[src/rtl/pwm_gen_multi.sv]
`default_nettype none
// ============================================================================
// Module      : pwm_gen_multi
// Description : Multi-channel PWM generator. Each channel has synchronised,
//               debounced raise/lower buttons, a saturating duty register and
//               a shadow duty copy that only changes at a period boundary.
//               All channels share one edge- or centre-aligned counter.
// Revision    : 1.0 - initial release
// ============================================================================
module pwm_gen_multi #(
    parameter int CHANNELS  = 4,
    parameter int CNT_WIDTH = 8,
    parameter int PERIOD    = 100,
    parameter int STEP      = 10,
    parameter int DEBOUNCE  = 4
) (
    input  logic                          clk,
    input  logic                          rst_n,
    input  logic [CHANNELS-1:0]           increase_duty,
    input  logic [CHANNELS-1:0]           decrease_duty,
    input  logic                          center_mode,
    output logic [CHANNELS-1:0]           PWM_OUT,
    output logic [CHANNELS*CNT_WIDTH-1:0] duty_o,
    output logic                          period_end
);

    // Debounce counter only has to reach DEBOUNCE-1 before the flip.
    localparam int                  c_DB_W     = (DEBOUNCE > 1) ? $clog2(DEBOUNCE) : 1;
    localparam logic [c_DB_W-1:0]   c_DB_LAST  = c_DB_W'(DEBOUNCE - 1);
    localparam logic [CNT_WIDTH-1:0] c_CNT_LAST = CNT_WIDTH'(PERIOD - 1);
    localparam logic [CNT_WIDTH-1:0] c_DUTY_RST = CNT_WIDTH'(PERIOD / 2);
    localparam logic [CNT_WIDTH-1:0] c_PERIOD_N = CNT_WIDTH'(PERIOD);
    localparam logic [CNT_WIDTH-1:0] c_STEP_N   = CNT_WIDTH'(STEP);
    // One extra bit so duty+STEP cannot wrap before the saturation compare.
    localparam logic [CNT_WIDTH:0]   c_PERIOD_X = (CNT_WIDTH + 1)'(PERIOD);
    localparam logic [CNT_WIDTH:0]   c_STEP_X   = (CNT_WIDTH + 1)'(STEP);

    localparam logic [0:0] c_ST_UP   = 1'b0;
    localparam logic [0:0] c_ST_DOWN = 1'b1;

    logic [0:0]           r_state;
    logic [0:0]           w_state_nxt;
    logic [CNT_WIDTH-1:0] r_cnt;
    logic [CNT_WIDTH-1:0] w_cnt_nxt;
    logic                 r_mode;
    logic                 w_boundary;

    // Shared counter state register; the mode is only re-sampled at a boundary.
    always_ff @(posedge clk or negedge rst_n) begin
        if (!rst_n) begin
            r_state <= c_ST_UP;
            r_cnt   <= '0;
            r_mode  <= 1'b0;
        end else begin
            r_state <= w_state_nxt;
            r_cnt   <= w_cnt_nxt;
            if (w_boundary) begin
                r_mode <= center_mode;
            end
        end
    end

    // Counter next state: sawtooth in edge mode, triangle in centre mode.
    always_comb begin
        w_boundary  = 1'b0;
        w_state_nxt = r_state;
        w_cnt_nxt   = r_cnt;
        if (r_mode) begin
            w_boundary = (r_state == c_ST_DOWN) && (r_cnt == '0);
        end else begin
            w_boundary = (r_cnt == c_CNT_LAST);
        end
        if (w_boundary) begin
            // Every period (and any mode change) restarts from UP with cnt 0.
            w_state_nxt = c_ST_UP;
            w_cnt_nxt   = '0;
        end else begin
            case (r_state)
                c_ST_UP: begin
                    // Reaching the top here only happens in centre mode.
                    if (r_cnt == c_CNT_LAST) begin
                        w_state_nxt = c_ST_DOWN;
                    end else begin
                        w_cnt_nxt = r_cnt + 1'b1;
                    end
                end
                c_ST_DOWN: begin
                    w_cnt_nxt = r_cnt - 1'b1;
                end
                default: begin
                    w_state_nxt = c_ST_UP;
                    w_cnt_nxt   = '0;
                end
            endcase
        end
    end

    assign period_end = w_boundary;

    for (genvar k = 0; k < CHANNELS; k++) begin : g_ch
        logic [1:0]           w_raw;    // [0] raise, [1] lower
        logic [1:0]           w_press;
        logic [CNT_WIDTH-1:0] r_duty;
        logic [CNT_WIDTH-1:0] r_duty_act;
        logic [CNT_WIDTH-1:0] w_duty_nxt;
        logic [CNT_WIDTH:0]   w_inc_sum;
        logic                 r_pwm;

        assign w_raw = {decrease_duty[k], increase_duty[k]};

        for (genvar j = 0; j < 2; j++) begin : g_btn
            logic              r_sync1;
            logic              r_sync2;
            logic              r_db;
            logic              r_db_q;
            logic              r_press;
            logic [c_DB_W-1:0] r_db_cnt;

            // Synchronise, debounce, then turn the debounced rising edge into a pulse.
            always_ff @(posedge clk or negedge rst_n) begin
                if (!rst_n) begin
                    r_sync1  <= 1'b0;
                    r_sync2  <= 1'b0;
                    r_db     <= 1'b0;
                    r_db_q   <= 1'b0;
                    r_press  <= 1'b0;
                    r_db_cnt <= '0;
                end else begin
                    r_sync1 <= w_raw[j];
                    r_sync2 <= r_sync1;
                    if (r_sync2 == r_db) begin
                        r_db_cnt <= '0;
                    end else if (r_db_cnt == c_DB_LAST) begin
                        r_db     <= r_sync2;
                        r_db_cnt <= '0;
                    end else begin
                        r_db_cnt <= r_db_cnt + 1'b1;
                    end
                    r_db_q  <= r_db;
                    r_press <= r_db & ~r_db_q;
                end
            end

            assign w_press[j] = r_press;
        end

        assign w_inc_sum = {1'b0, r_duty} + c_STEP_X;

        // Saturating duty update; coincident raise and lower cancel out.
        always_comb begin
            w_duty_nxt = r_duty;
            if (w_press[0] && !w_press[1]) begin
                w_duty_nxt = (w_inc_sum > c_PERIOD_X) ? c_PERIOD_N : w_inc_sum[CNT_WIDTH-1:0];
            end else if (w_press[1] && !w_press[0]) begin
                // Compare first so the subtraction can never wrap below zero.
                w_duty_nxt = ({1'b0, r_duty} < c_STEP_X) ? '0 : (r_duty - c_STEP_N);
            end
        end

        // Pending duty, boundary-loaded shadow duty and registered compare output.
        always_ff @(posedge clk or negedge rst_n) begin
            if (!rst_n) begin
                r_duty     <= c_DUTY_RST;
                r_duty_act <= c_DUTY_RST;
                r_pwm      <= 1'b0;
            end else begin
                r_duty <= w_duty_nxt;
                if (w_boundary) begin
                    r_duty_act <= r_duty;
                end
                r_pwm <= (r_cnt < r_duty_act);
            end
        end

        assign PWM_OUT[k]                          = r_pwm;
        assign duty_o[k*CNT_WIDTH +: CNT_WIDTH]    = r_duty;
    end

endmodule
`default_nettype wire

[config.mk]
export PLATFORM = sky130hd
export DESIGN_NAME = pwm_gen_multi
export DESIGN_NICKNAME = d
export VERILOG_FILES = /design/src/rtl/pwm_gen_multi.sv
export SDC_FILE = /design/constraint.sdc
export NUM_CORES = 1
export LEC_CHECK = 0
export BUFFER_PORTS_ARGS = -buffer_cell sky130_fd_sc_hd__buf_2
export CAP_MARGIN = 30
export CELL_PAD_IN_SITES_DETAIL_PLACEMENT = 1
export CELL_PAD_IN_SITES_GLOBAL_PLACEMENT = 2
export CORE_MARGIN = 2
export CORE_UTILIZATION = 42
export CTS_CLUSTER_SIZE = 24
export DETAILED_ROUTE_END_ITERATION = 8
export GPL_TIMING_DRIVEN = 0
export PLACE_DENSITY = 0.83
export SLEW_MARGIN = 20
export SYNTH_ARGS = -nofsm -noshare
export SYNTH_HDL_FRONTEND = slang
export SYNTH_SLANG_ARGS = --single-unit
[constraint.sdc]
create_clock -name clk -period 7.6 [get_ports clk]
set_clock_uncertainty 0.1 [all_clocks]
set_input_delay 0.38 -clock clk [delete_from_list [all_inputs] [get_ports clk]]
set_output_delay 0.38 -clock clk [all_outputs]
set_load 0.03 [all_outputs]
Word-level counts from Yosys, hierarchy flattened
Index checks and enable logic that the tools add are counted.
{"block": "op_classes", "add_sub_neg": 18, "order_cmp": 12, "eq_ne": 18, "mux": 39, "bitwise": 25, "reduce_logical": 30}
{"cell": "$mux 8", "n": 18}
{"cell": "$add 8x4->9 const B", "n": 4}
{"cell": "$gt 9x7->1 const B", "n": 4}
{"cell": "$lt 8x4->1 const B", "n": 4}
{"cell": "$lt 8x8->1", "n": 4}
{"cell": "$mux 2", "n": 16}
{"cell": "$sub 8x4->8 const B", "n": 4}
{"cell": "$not 1->1", "n": 17}
{"cell": "$add 2x1->2 const B", "n": 8}
{"cell": "$eq 2x2->1 const B", "n": 8}
{"cell": "$pmux 8 s2", "n": 1}
{"cell": "$reduce_and 2->1", "n": 8}
{"cell": "$logic_and 1x1->1", "n": 9}
{"cell": "$add 8x1->8 const B", "n": 1}
{"cell": "$and 1x1->1", "n": 8}
{"cell": "$eq 1x1->1", "n": 8}
{"cell": "$eq 8x7->1 const B", "n": 1}
{"cell": "$logic_not 1->1", "n": 8}
{"cell": "$logic_not 8->1", "n": 1}
{"cell": "$reduce_bool 2->1", "n": 4}
{"cell": "$sub 8x1->8 const B", "n": 1}
{"cell": "$mux 1", "n": 4}
{"cell": "$ne 3x3->1 const B", "n": 1}
{"block": "word_totals", "regBits": 134, "input_bits": 11, "output_inout_bits": 37, "word_cells": 205}

Longest topological paths before layout
Gate-level depths: netlist of run 1.
{"block": "depth", "ltp_word": 4, "mapped_depth": 9, "depth_no_buf": 8}

Worst setup path before layout of run 1
No wires, ideal clock.
{"block": "synth_path", "kind": "register -> register", "startpoint": "register g_ch[2].r_duty[1]", "endpoint": "register g_ch[2].r_duty[1]", "setup_ns": 0.060, "arrival_ns": 2.455, "required_ns": 7.440, "slack_ns": 4.986, "stages_incl_launch_ff": 10, "synth_period_minus_slack_ns": 2.614, "cell_sequence": "dfstp_2 > buf_6 > inv_1 > ha_1 > o41ai_2 > a31oi_1 > a2111oi_4 > nor2_2 > a2111oi_2 > a21o_1"}
{"block": "synth_via", "elab_chain_cells": 4, "word_cells_on_any_way": 8, "cone_classes": "2 x add/sub; 2 x order compare; 4 x mux"}
{"element": "start, declared", "line": "103", "rtl": "logic [CNT_WIDTH-1:0] r_duty;"}
{"element": "start signal, assigned", "line": "163", "rtl": "r_duty <= c_DUTY_RST;"}
{"element": "start signal, assigned", "line": "167", "rtl": "r_duty <= w_duty_nxt;"}
{"element": "$add 8x4->9 (tied with other cells)", "line": "147", "rtl": "assign w_inc_sum = {1'b0, r_duty} + c_STEP_X;"}
{"element": "$gt 9x7->1 or $mux 8 (tied branches)", "line": "153, 156"}
{"element": "$mux 8, on equally long branches", "line": "153, 154"}
{"element": "$mux 8 (*)", "line": "152", "rtl": "if (w_press[0] && !w_press[1]) begin"}
Every way passes the cells marked *; elsewhere a longest branch is shown, timed or not. The select of a mux whose other input is x is not followed.
A chain may end at the register's enable or synchronous reset.

Final worst setup path of run 1
{"block": "layout_path", "startpoint": "register r_cnt[6]", "endpoint": "output port period_end"}
{"block": "layout_via", "elab_chain_cells": 3, "word_cells_on_any_way": 4, "cone_classes": "1 x eq/ne; 1 x mux; 2 x reduce/logical"}
{"element": "start, declared", "line": "43", "rtl": "logic [CNT_WIDTH-1:0] r_cnt;"}
{"element": "start signal, assigned", "line": "56", "rtl": "r_cnt <= w_cnt_nxt;"}
{"element": "$logic_not 8->1", "line": "69", "rtl": "w_boundary = (r_state == c_ST_DOWN) && (r_cnt == '0);"}
{"element": "$logic_and 1x1->1", "line": "69"}
{"element": "$mux 1 (*)", "line": "68", "rtl": "if (r_mode) begin"}
{"element": "end, declared", "line": "24", "rtl": "output logic period_end"}
Every way passes the cells marked *; elsewhere a longest branch is shown, timed or not.

==> results of run 1 <==
-- layer usage --
metal | wire [um] | part of all wire | global-route usage | vias to the layer above
met2 | 8600 | 0.50 | 0.355 | 60
met3 | 373 | 0.022 | 0.0398 | 19
met5 | 0 | 0 | 0 | -
li1 | - | - | - | 2665
met4 | 238 | 0.014 | 0.0693 | 0
met1 | 7910 | 0.46 | 0.258 | 2810
-- layout make-up --
cell class,count,share of cell area
buffer,42,0.0273
clock inverter,14,0.0175
tap,220,0.0335
clock buffer,18,0.0535
inverter,63,0.0288
sequential,126,0.388
multi-input combinational,486,0.410
timing repair buffer,53,0.0418
-- tightest hold or removal path, stage by stage --
cell	delay, ns
buf_2	0.08
a21oi_1	0.03
nor2_1	0.08
-- what timing repair did --
item | CTS | global route
buffers inserted | 0 | 0
hold buffers | 9 | 0
resized for setup | 0 | 0
endpoints found under the hold margin | 51 | 0
endpoints found under the setup margin | 0 | 0
-- sequential cells by signal, summed over array words and instances (netlist names) --
register / count
g_ch.g_btn.r_db_cnt: 16
g_ch.r_duty_act: 28
g_ch.g_btn.r_db: 8
r_mode: 1
g_ch.g_btn.r_sync1: 8
g_ch.r_duty: 28
g_ch.g_btn.r_db_q: 8
g_ch.r_pwm: 4
g_ch.g_btn.r_press: 8
r_cnt: 8
r_state: 1
g_ch.g_btn.r_sync2: 8
-- placed cells by master, fill, tap and decap left out, types with 9 or more instances in the layout --
cell type	netlist	final
o21ai_0	55	55
nor3_1	39	39
dlygate4sd3_1	0	9
xnor2_1	11	11
nand3_1	11	11
nor2_1	46	46
a21oi_1	44	44
mux2_2	25	25
clkbuf_1	21	21
dfstp_2	24	24
inv_1	63	63
clkbuf_16	0	17
nor2b_1	23	23
or3_1	9	9
dfrtp_1	102	102
a21o_1	18	18
ha_1	54	54
buf_2	8	50
buf_4	9	9
o21a_1	17	17
nor4_1	10	10
nand2_1	32	32
-- cell usage after synthesis (all sizes together) (3+ instances only) --
| cell | count |
|---|---|
| nand2 | 32 |
| o21a | 17 |
| mux2 | 25 |
| dfrtp | 102 |
| dfstp | 24 |
| nand2b | 5 |
| nand4b | 4 |
| nor4 | 10 |
| nor2b | 23 |
| a31oi | 8 |
| nand4 | 4 |
| o22ai | 7 |
| o41ai | 4 |
| or3 | 9 |
| o211ai | 3 |
| clkbuf | 23 |
| nand3 | 11 |
| a21oi | 44 |
| o21ai | 59 |
| a21o | 18 |
| ha | 54 |
| inv | 63 |
| and3 | 6 |
| nor3 | 39 |
| xnor2 | 11 |
| buf | 19 |
| o31ai | 5 |
| nor2 | 47 |
-- per-stage QoR --
| stage | util | cell area (um2) | cells | hold slack (ns) | setup WS [ns] |
|---|---|---|---|---|---|
| after floorplan | - | 7010 | 717 | -0.0156 | 4.99 |
| after global placement | 0.457 | 7500 | 980 | 0.233 | 4.35 |
| after detailed placement | 0.459 | 7540 | 981 | 0.238 | 4.80 |
| after CTS | 0.500 | 8210 | 1022 | 0.0714 | 4.59 |
| after global routing | 0.500 | 8210 | 1022 | 0.0857 | 4.48 |
| final | 0.500 | 8210 | 1022 | 0.0787 | 4.63 |
-- final timing paths --
| kind | to | start | cells after the start |
|---|---|---|---|
| max in group asynchronous | g_ch[2].r_duty[4] | rst_n | 3 |
| worst min register to register | g_ch[2].g_btn[1].r_sync2 | g_ch[2].g_btn[1].r_sync1 | 0 |
| min in group asynchronous | g_ch[3].r_duty_act[2] | rst_n | 2 |
| worst min-delay path | r_mode | center_mode | 3 |
| worst max-delay path | period_end | r_cnt[6] | 7 |
| worst max register to register | g_ch[2].r_duty[3] | g_ch[2].r_duty[1] | 9 |
-- power breakdown --
| group | internal [mW] | total [mW] | switching, mW |
|---|---|---|---|
| Sequential | 0.880 | 1.05 | 0.167 |
| Combinational | 0.577 | 1.57 | 0.988 |
| Clock | 0.469 | 0.812 | 0.343 |
-- kinds of logic after synthesis --
family | count (synthesis) | synth area share
other | 1 | 0.000536
adders and majority gates | 55 | 0.0994
xor gates and xnor gates | 13 | 0.0163
DFF | 126 | 0.455
and+or+nand+nor | 199 | 0.146
muxes | 27 | 0.0431
buffers and inverters | 105 | 0.0658
AOI/OAI and AO/OA | 188 | 0.174
==> results.toml, run 1 <==
[route]
via_count = 5554
ant_nets = 0
drt-initial-drc-count = 237
wl_per_cell_um = 16.7
vias_per_cell = 5.43
finalWirelength_um = 17100
drc = 0
dr.pass1.iters = 4

[die]
die_h_um = 133
io_pins = 48
floorplan.die_area_mm2 = 0.0177
row_count = 47
die_w_um = 133
core_area_mm2 = 0.0164
start_util = 0.427

[sta]
timing.final.crit_share = 0.391
max_slew.worst_pin.slew_ns = 0.609
maxSlewViolCount = 0
tns_ns = 0
hold_viol = 0
rsz0062_at_grt = "false"
fmax_mhz = 336
setup_viol = 0
slew_headroom = 0.594
finalCriticalPeriod_ns = 2.97

[grt]
grt_pass1_wl_um = 29000
antenna_found_initial = 0
grt_usage = 0.205
grt_max_degree = 72
grt-ovfl-total = 0
first_global_vias = 5841

[setup_path]
slowest_stage = "dfrtp_1"
cpMostUsedCell = "buf_2"
startpoint_type = "flip-flop"
rrSetupSlack_ns = 4.80
arrival_ns = 2.49
worst_setup_path_end_kind = "output port"
crit_buf_inv = 3
required_ns = 7.12
crit_chain = "nor2_1, and4_1, and2_1, o21ai_1, buf_2, inv_1, buf_2"
path_max_fanout = 10
crit_type = "reg -> out"
slowest_delay_ns = 0.59
cp_top_family = "buffers and inverters"

[logic_synthesis]
synth_area_leaders = "dfrtp_1, ha_1, dfstp_2, mux2_2, o21ai_0"
avgSynthCellArea_um2 = 9.80
ys_seq_area_frac = 0.455
synth-edff-count = 0
synth_top_cell_by_area = "dfrtp_1"
yosys_register_bits = 126
synthesis.area_mm2 = 0.00700
yosysWarningCount = 0
ys.flop_type = "dfrtp_1"
synthArstFlopShare = 1.00
synthDistinctLibCells = 63
syn_inst = 714
synth_top_area_frac = 0.365

[final_layout]
area_growth_pct = 17.3
multiInputGateArea_mm2 = 0.00337
fill_cells = 1843
diodes = 0
drive_gt1_frac = 0.195
regArea_mm2 = 0.00318
nNetsFinal = 855

[clock_network]
clk_latency_ns = 0.43
clk_path_buf_depth = 2
clock-sinks = 126
cts_buffers = 17
clk_pin_slew_ns = 0.06
cts_tree = "done"
ctsRootBufferMaster = "clkbuf_16"
htree_num_levels = 4

[power]
p_leak_nw = 3.64
powerDensity_mw_per_mm2 = 417
finalPower_mw = 3.42
vdd_ir_drop_max_uv = 276

[place]
dp.final_hpwl_um = 11800
globalplace.congestion = 0.816
place.port_buffers = 43

[run]
drv_cap = 0

[status]
outcome = "finished clean"

[worst_hold_path]
worstHoldPathType = "in -> reg"
Note: power is estimated with default switching activity, not from simulation.
==> run 2: changes to the inputs <==
--- a/config.mk
+++ b/config.mk
@@ -5,16 +5,17 @@
 export SDC_FILE = /design/constraint.sdc
 export NUM_CORES = 1
 export LEC_CHECK = 0
+export ABC_AREA = 1
 export BUFFER_PORTS_ARGS = -buffer_cell sky130_fd_sc_hd__buf_2
 export CAP_MARGIN = 30
 export CELL_PAD_IN_SITES_DETAIL_PLACEMENT = 1
 export CELL_PAD_IN_SITES_GLOBAL_PLACEMENT = 2
 export CORE_MARGIN = 2
-export CORE_UTILIZATION = 42
+export CORE_UTILIZATION = 33
 export CTS_CLUSTER_SIZE = 24
 export DETAILED_ROUTE_END_ITERATION = 8
 export GPL_TIMING_DRIVEN = 0
-export PLACE_DENSITY = 0.83
+export PLACE_DENSITY = 0.74
 export SLEW_MARGIN = 20
 export SYNTH_ARGS = -nofsm -noshare
 export SYNTH_HDL_FRONTEND = slang
==> constraint.sdc (replaced) <==
create_clock -name clk -period 2.6 [get_ports clk]
set_clock_uncertainty 0.1 [all_clocks]
set_input_delay 0.13 -clock clk [delete_from_list [all_inputs] [get_ports clk]]
set_output_delay 0.13 -clock clk [all_outputs]
set_load 0.03 [all_outputs]
==> run 2 against run 1 <==
Synthesized area shrank 1.1%. Via count up 0.34%. Final area grew 0.15%. Utilization is 9.8 points lower. Flip-flop and latch count unchanged. Sequential share of layout area hardly changed. Critical endpoint unchanged. Cell count rose by 18%. Register-to-register slack got worse by 4.1 ns. First-iteration DRC count decreased by 18%. Global-route usage decreased by 3.9 points.
==> results.toml, run 2 <==
[setup_path]
r2r_cells = 6
slowest_delay_ns = 0.47
crit_type = "reg -> out"
reg2reg_to = "g_ch[3].r_duty_act[3]"
crit_buf_inv = 3
slowest_stage = "dfrtp_1"
cp_top_family = "simple AND/OR/NAND/NOR gates"
reg2reg_from = "r_cnt[2]"
worst_setup_path_end_kind = "output port"
path_max_fanout = 10
crit_chain = "or2_4, nor3_4, nand2_1, nand2_1, buf_6, buf_4, buf_2"
arrival_ns = 2.21
rrSetupSlack_ns = 0.65
startpoint_type = "flip-flop"
required_ns = 2.37
cpMostUsedCell = "nand2_1"

[sta]
max_slew.worst_pin.slew_ns = 0.496
fmax_mhz = 411
hold_viol = 0
timing.final.crit_share = 0.937
fin_ws_ns = 0.164
setup_viol = 0
tns_ns = 0
finalCriticalPeriod_ns = 2.44
maxSlewViolCount = 0
slew_headroom = 0.666
rsz0062_at_grt = "false"

[route]
via_count = 5573
drc = 0
drt-initial-drc-count = 195
dr.pass1.iters = 4
finalWirelength_um = 16500
ant_nets = 0
vias_per_cell = 4.61
wl_per_cell_um = 13.7

[power]
vdd_ir_drop_max_uv = 589
p_leak_nw = 4.14
power.switching_mw = 4.17
combPwrFrac = 0.428
seq_power_share = 0.313
switching_share = 0.441
p_int_mw = 5.30
p_clk_frac = 0.259
powerDensity_mw_per_mm2 = 1150

[die]
die_w_um = 149
core_area_mm2 = 0.0204
io_pins = 48
row_count = 52
die_h_um = 149
floorplan.die_area_mm2 = 0.0221
start_util = 0.339

[logic_synthesis]
avgSynthCellArea_um2 = 8.13
yosysWarningCount = 0
synth_area_leaders = "dfrtp_1, nand2_1, ha_1, dfstp_2, inv_1"
synthTopCellsByCount = "nand2_1, inv_1, dfrtp_1"
syn_inst = 851
synth_top_cell_by_area = "dfrtp_1"
ys.flop_type = "dfrtp_1"
synthesis.area_mm2 = 0.00692
synthArstFlopShare = 1.00
yosysMostFrequentCell = "nand2_1"
synth_top_area_frac = 0.369
yosys_register_bits = 126
synthDistinctLibCells = 32
ys_seq_area_frac = 0.460
synth-edff-count = 0

[grt]
grt_usage = 0.166
antenna_found_initial = 0
grt-ovfl-total = 0
first_global_vias = 5870
grt_max_degree = 76
grt_pass1_wl_um = 29100

[final_layout]
multiInputGateArea_mm2 = 0.00310
layout_commonest_cell = "nand2_1"
diodes = 0
area_growth_pct = 18.9
fill_cells = 2503
mostFrequentLayoutCells = "nand2_1, inv_1, dfrtp_1"
regArea_mm2 = 0.00319
drive_gt1_frac = 0.137
largest_registers = "g_ch.r_duty x28, g_ch.r_duty_act x28, g_ch.g_btn.r_db_cnt x16"
nNetsFinal = 993

[run]
drv_cap = 0

[place]
place.port_buffers = 43
dp.final_hpwl_um = 11800
globalplace.congestion = 0.786
dpl_worst_slack_ns = 0.580

[clock_network]
clock-sinks = 126
clk_pin_slew_ns = 0.06
postCtsSetupRepairBufs = 0
clk_path_buf_depth = 2
cts_tree = "done"
ctsRootBufferMaster = "clkbuf_16"
htree_num_levels = 4
clk_latency_ns = 0.43
cts_buffers = 17

[status]
outcome = "finished clean"

[worst_hold_path]
worstHoldPathType = "in -> async"
## run 2: changes by cell type after synthesis, sizes merged, moves of 9 or more
| cell | change |
|---|---|
| nor4 | -9 |
| mux2 | -25 |
| inv | +59 |
| nand3 | +33 |
| nand2 | +176 |
| clkbuf | -17 |
| nor2b | -23 |
| nor2 | +39 |
| xor2 | +17 |
| o21a | -17 |
| or3 | -9 |
| a21o | -16 |
| nor3 | -28 |
## run 2: area by class of cell
class,count,share of cell area
flip-flops and latches,126,0.387
repair buffers,54,0.0429
clock buffers,18,0.0522
well taps,270,0.0411
inverters,125,0.0571
multi-input cells,576,0.377
clock inverters,14,0.0208
plain buffers,27,0.0219
## run 2: per-stage QoR
stage	power [mW]	cell area, um2	util	instances	hold slack [ns]
floorplan	5.94	6930	-	854	-0.266
global placement	7.03	7480	0.366	1167	0.138
detailed placement	7.09	7520	0.368	1168	-0.0115
CTS	9.65	8220	0.402	1210	0.129
global route	10.4	8220	0.402	1210	0.144
finish	9.47	8220	0.402	1210	0.128
## run 2: power by group through the flow
stage / clock (mW) / combinational (mW) / sequential (mW)
2_1_floorplan: 0 / 2.64 / 3.29
3_5_place_dp: 0 / 4.08 / 3.01
6_report: 2.45 / 4.06 / 2.96
5_1_grt: 2.64 / 4.71 / 3.05
3_3_place_gp: 0 / 4.03 / 2.99
4_1_cts: 2.54 / 4.13 / 2.98
## run 2: worst max-delay path by stage
stage                                 start                       end  cells after the start
after CTS                          r_cnt[3]                period_end                      7
after floorplan           g_ch[1].r_duty[1]         g_ch[1].r_duty[6]                     10
final                              r_cnt[2]                period_end                      7
after global placement                rst_n  g_ch[2].g_btn[1].r_sync1                      1
after global routing               r_cnt[2]                period_end                      7
after detailed placement           r_cnt[2]                period_end                      7
## run 2: worst register-to-register path: stages, from the launching register on
cell and delay, ns:
dfrtp_1 0.47, or2_4 0.30, nor3_4 0.23, nand2_1 0.07, nand2_1 0.10, clkbuf_1 0.37, o21ai_0 0.17
## run 2: cell families (layout without fill, tap and decap cells)
family	after synthesis	in the layout	synth area share
and+or+nand+nor	359	359	0.211
buffers and inverters	152	238	0.0939
AOI/OAI and AO/OA	131	131	0.0997
DFF	126	126	0.460
adders and majority gates	55	55	0.101
xor gates and xnor gates	27	27	0.0342
other	1	4	0.000542
## run 2: repair_timing
item	CTS	global route
gates resized for setup	0	2
endpoints found under the setup margin	0	1
endpoints found under the hold margin	97	0
hold buffers	10	0
## run 2: per-layer routing
metal	global-route usage	wire length, um
met5	0	0
met3	0.0419	538
met2	0.259	7300
met1	0.228	8490
met4	0.0505	202
==> run 3: changes to the inputs <==
--- a/config.mk
+++ b/config.mk
@@ -5,17 +5,18 @@
 export SDC_FILE = /design/constraint.sdc
 export NUM_CORES = 1
 export LEC_CHECK = 0
-export ABC_AREA = 1
+export ABC_AREA = 0
 export BUFFER_PORTS_ARGS = -buffer_cell sky130_fd_sc_hd__buf_2
 export CAP_MARGIN = 30
 export CELL_PAD_IN_SITES_DETAIL_PLACEMENT = 1
 export CELL_PAD_IN_SITES_GLOBAL_PLACEMENT = 2
 export CORE_MARGIN = 2
-export CORE_UTILIZATION = 33
+export CORE_UTILIZATION = 35
 export CTS_CLUSTER_SIZE = 24
 export DETAILED_ROUTE_END_ITERATION = 8
 export GPL_TIMING_DRIVEN = 0
-export PLACE_DENSITY = 0.74
+export PLACE_DENSITY = 0.73
+export RECOVER_POWER = 100
 export SLEW_MARGIN = 20
 export SYNTH_ARGS = -nofsm -noshare
 export SYNTH_HDL_FRONTEND = slang
==> run 3 against run 2 <==
Hold slack improved by 0.11 ns. Critical path depth increased by 2. Count of clock-buffer cells in the layout stayed put. Global-route usage is 0.26 points higher. Critical endpoint is now g_ch[2].r_duty[1]. Maximum frequency decreased by 3.0%.
==> results.toml, run 3 (synthesis gave the netlist of run 1 again) <==
[worst_hold_path]
holdCritStartpoint = "decrease_duty[0]"
worstHoldPathType = "in -> reg"
holdPathStages = 2
hold_end = "g_ch[0].g_btn[1].r_sync1"

[die]
floorplan.die_area_mm2 = 0.0211
die_w_um = 145
io_pins = 48
core_area_mm2 = 0.0195
row_count = 51
start_util = 0.358
die_h_um = 145

[place]
dpl.cell_count = 1026
place_area_mm2 = 0.00759
globalplace.congestion = 0.808
dpl_worst_slack_ns = -0.148
dp.final_hpwl_um = 12000
place.port_buffers = 43

[clock_network]
clock-sinks = 126
htree_num_levels = 4
clk_path_buf_depth = 2
clk_latency_ns = 0.43
cts_buffers = 17
cts_tree = "done"
ctsRootBufferMaster = "clkbuf_16"
clk_pin_slew_ns = 0.06

[grt]
grt_max_degree = 81
grt-ovfl-total = 0
met1_usage = 0.221
grt_usage = 0.169
antenna_found_initial = 0
busiest_layer = "met2"
first_global_vias = 5793
grt_pass1_wl_um = 29100
use_met2 = 0.279
grtUsageMet3 = 0.0348

[route]
drc = 0
finalWirelength_um = 17100
drt-initial-drc-count = 212
via_count = 5577
dr.pass1.iters = 4
ant_nets = 0
vias_per_cell = 5.20
wl_per_cell_um = 16.0

[setup_path]
required_ns = 2.88
worst_setup_path_end_kind = "flip-flop"
startpoint_type = "flip-flop"
crit_type = "reg -> reg"
arrival_ns = 2.79
rrSetupSlack_ns = 0.09
reg2reg_from = "g_ch[2].r_duty[1]"
path_max_fanout = 7
r2r_cells = 9
reg2reg_to = "g_ch[2].r_duty[1]"

[sta]
slew_headroom = 0.156
tns_ns = 0
hold_viol = 0
fin_ws_ns = 0.0903
timing.final.crit_share = 0.965
finalCriticalPeriod_ns = 2.51
maxSlewViolCount = 0
fmax_mhz = 398
max_slew.worst_pin.slew_ns = 1.27
setup_viol = 0

[final_layout]
fill_cells = 2272
largest_registers = "g_ch.r_duty x28, g_ch.r_duty_act x28, g_ch.g_btn.r_db_cnt x16"
fin_cells = 1072
multiInputGateArea_mm2 = 0.00343
layout_commonest_cell = "dfrtp_1"
regArea_mm2 = 0.00319
area_growth_pct = 18.9
mostFrequentLayoutCells = "dfrtp_1, inv_1, o21ai_0"
diodes = 0
drive_gt1_frac = 0.167
finish.instance_area_mm2 = 0.00832
nNetsFinal = 860

[power]
powerDensity_mw_per_mm2 = 1200
finalPower_mw = 10.0
vdd_ir_drop_max_uv = 537
p_leak_nw = 3.56

[run]
drv_cap = 0

[status]
outcome = "finished clean"
## run 3: where the power goes
| part | switching [mW] | internal [mW] |
|---|---|---|
| clock network | 0.986 | 1.28 |
| registers | 0.485 | 2.57 |
| logic | 2.96 | 1.74 |
| total | 4.43 | 5.59 |
## run 3: what timing repair did
| action | in CTS | in global routing |
|---|---|---|
| hold buffers | 10 | 0 |
| buffers inserted | 0 | 4 |
| pin swaps | 2 | 4 |
| hold endpoints to repair | 120 | 0 |
| gates resized for setup | 6 | 12 |
| setup endpoints to repair | 5 | 6 |
## run 3: how the worst max path moves through the flow
| stage | cells after the start | start | to |
|---|---|---|---|
| final | 9 | g_ch[2].r_duty[1] | g_ch[2].r_duty[1] |
| after floorplan | 9 | g_ch[2].r_duty[1] | g_ch[2].r_duty[1] |
| after global routing | 9 | g_ch[2].r_duty[1] | g_ch[2].r_duty[1] |
| after global placement | 1 | rst_n | g_ch[1].r_duty[2] |
| after CTS | 5 | r_cnt[2] | period_end |
| after detailed placement | 9 | g_ch[2].r_duty[1] | g_ch[2].r_duty[3] |
## run 3: worst max-delay path: stages, from the launching register on
cell and delay (ns):
dfstp_2 0.55, buf_6 0.12, inv_1 0.08, ha_4 0.27, and2b_4 0.16, o221a_1 0.24
a2111oi_4 0.35, nor2_2 0.11, a2111oi_4 0.35, a21o_1 0.12
## run 3: per-stage QoR
step           hold WS, ns  utilization
3_3_place_gp         0.138        0.387
5_1_grt              0.226        0.426
6_report             0.236        0.426
4_1_cts             0.0937        0.425
2_1_floorplan       -0.266            -
3_5_place_dp       -0.0448        0.389
## run 3: cell type report
class / instances / area share
Multi-Input combinational cell: 486 / 0.412
Sequential cell: 126 / 0.383
Clock buffer: 18 / 0.0528
Timing Repair Buffer: 58 / 0.0403
Tap cell: 265 / 0.0399
Inverter: 63 / 0.0284
Buffer: 42 / 0.0280
Clock inverter: 14 / 0.0149
## run 3: routing by layer
metal  wire, um  share of wire  vias up
li1           -              -     2682
met1       7950           0.46     2818
met2       8510           0.50       60
met3        457          0.027       17
met4        231          0.013        0
met5          0              0        -
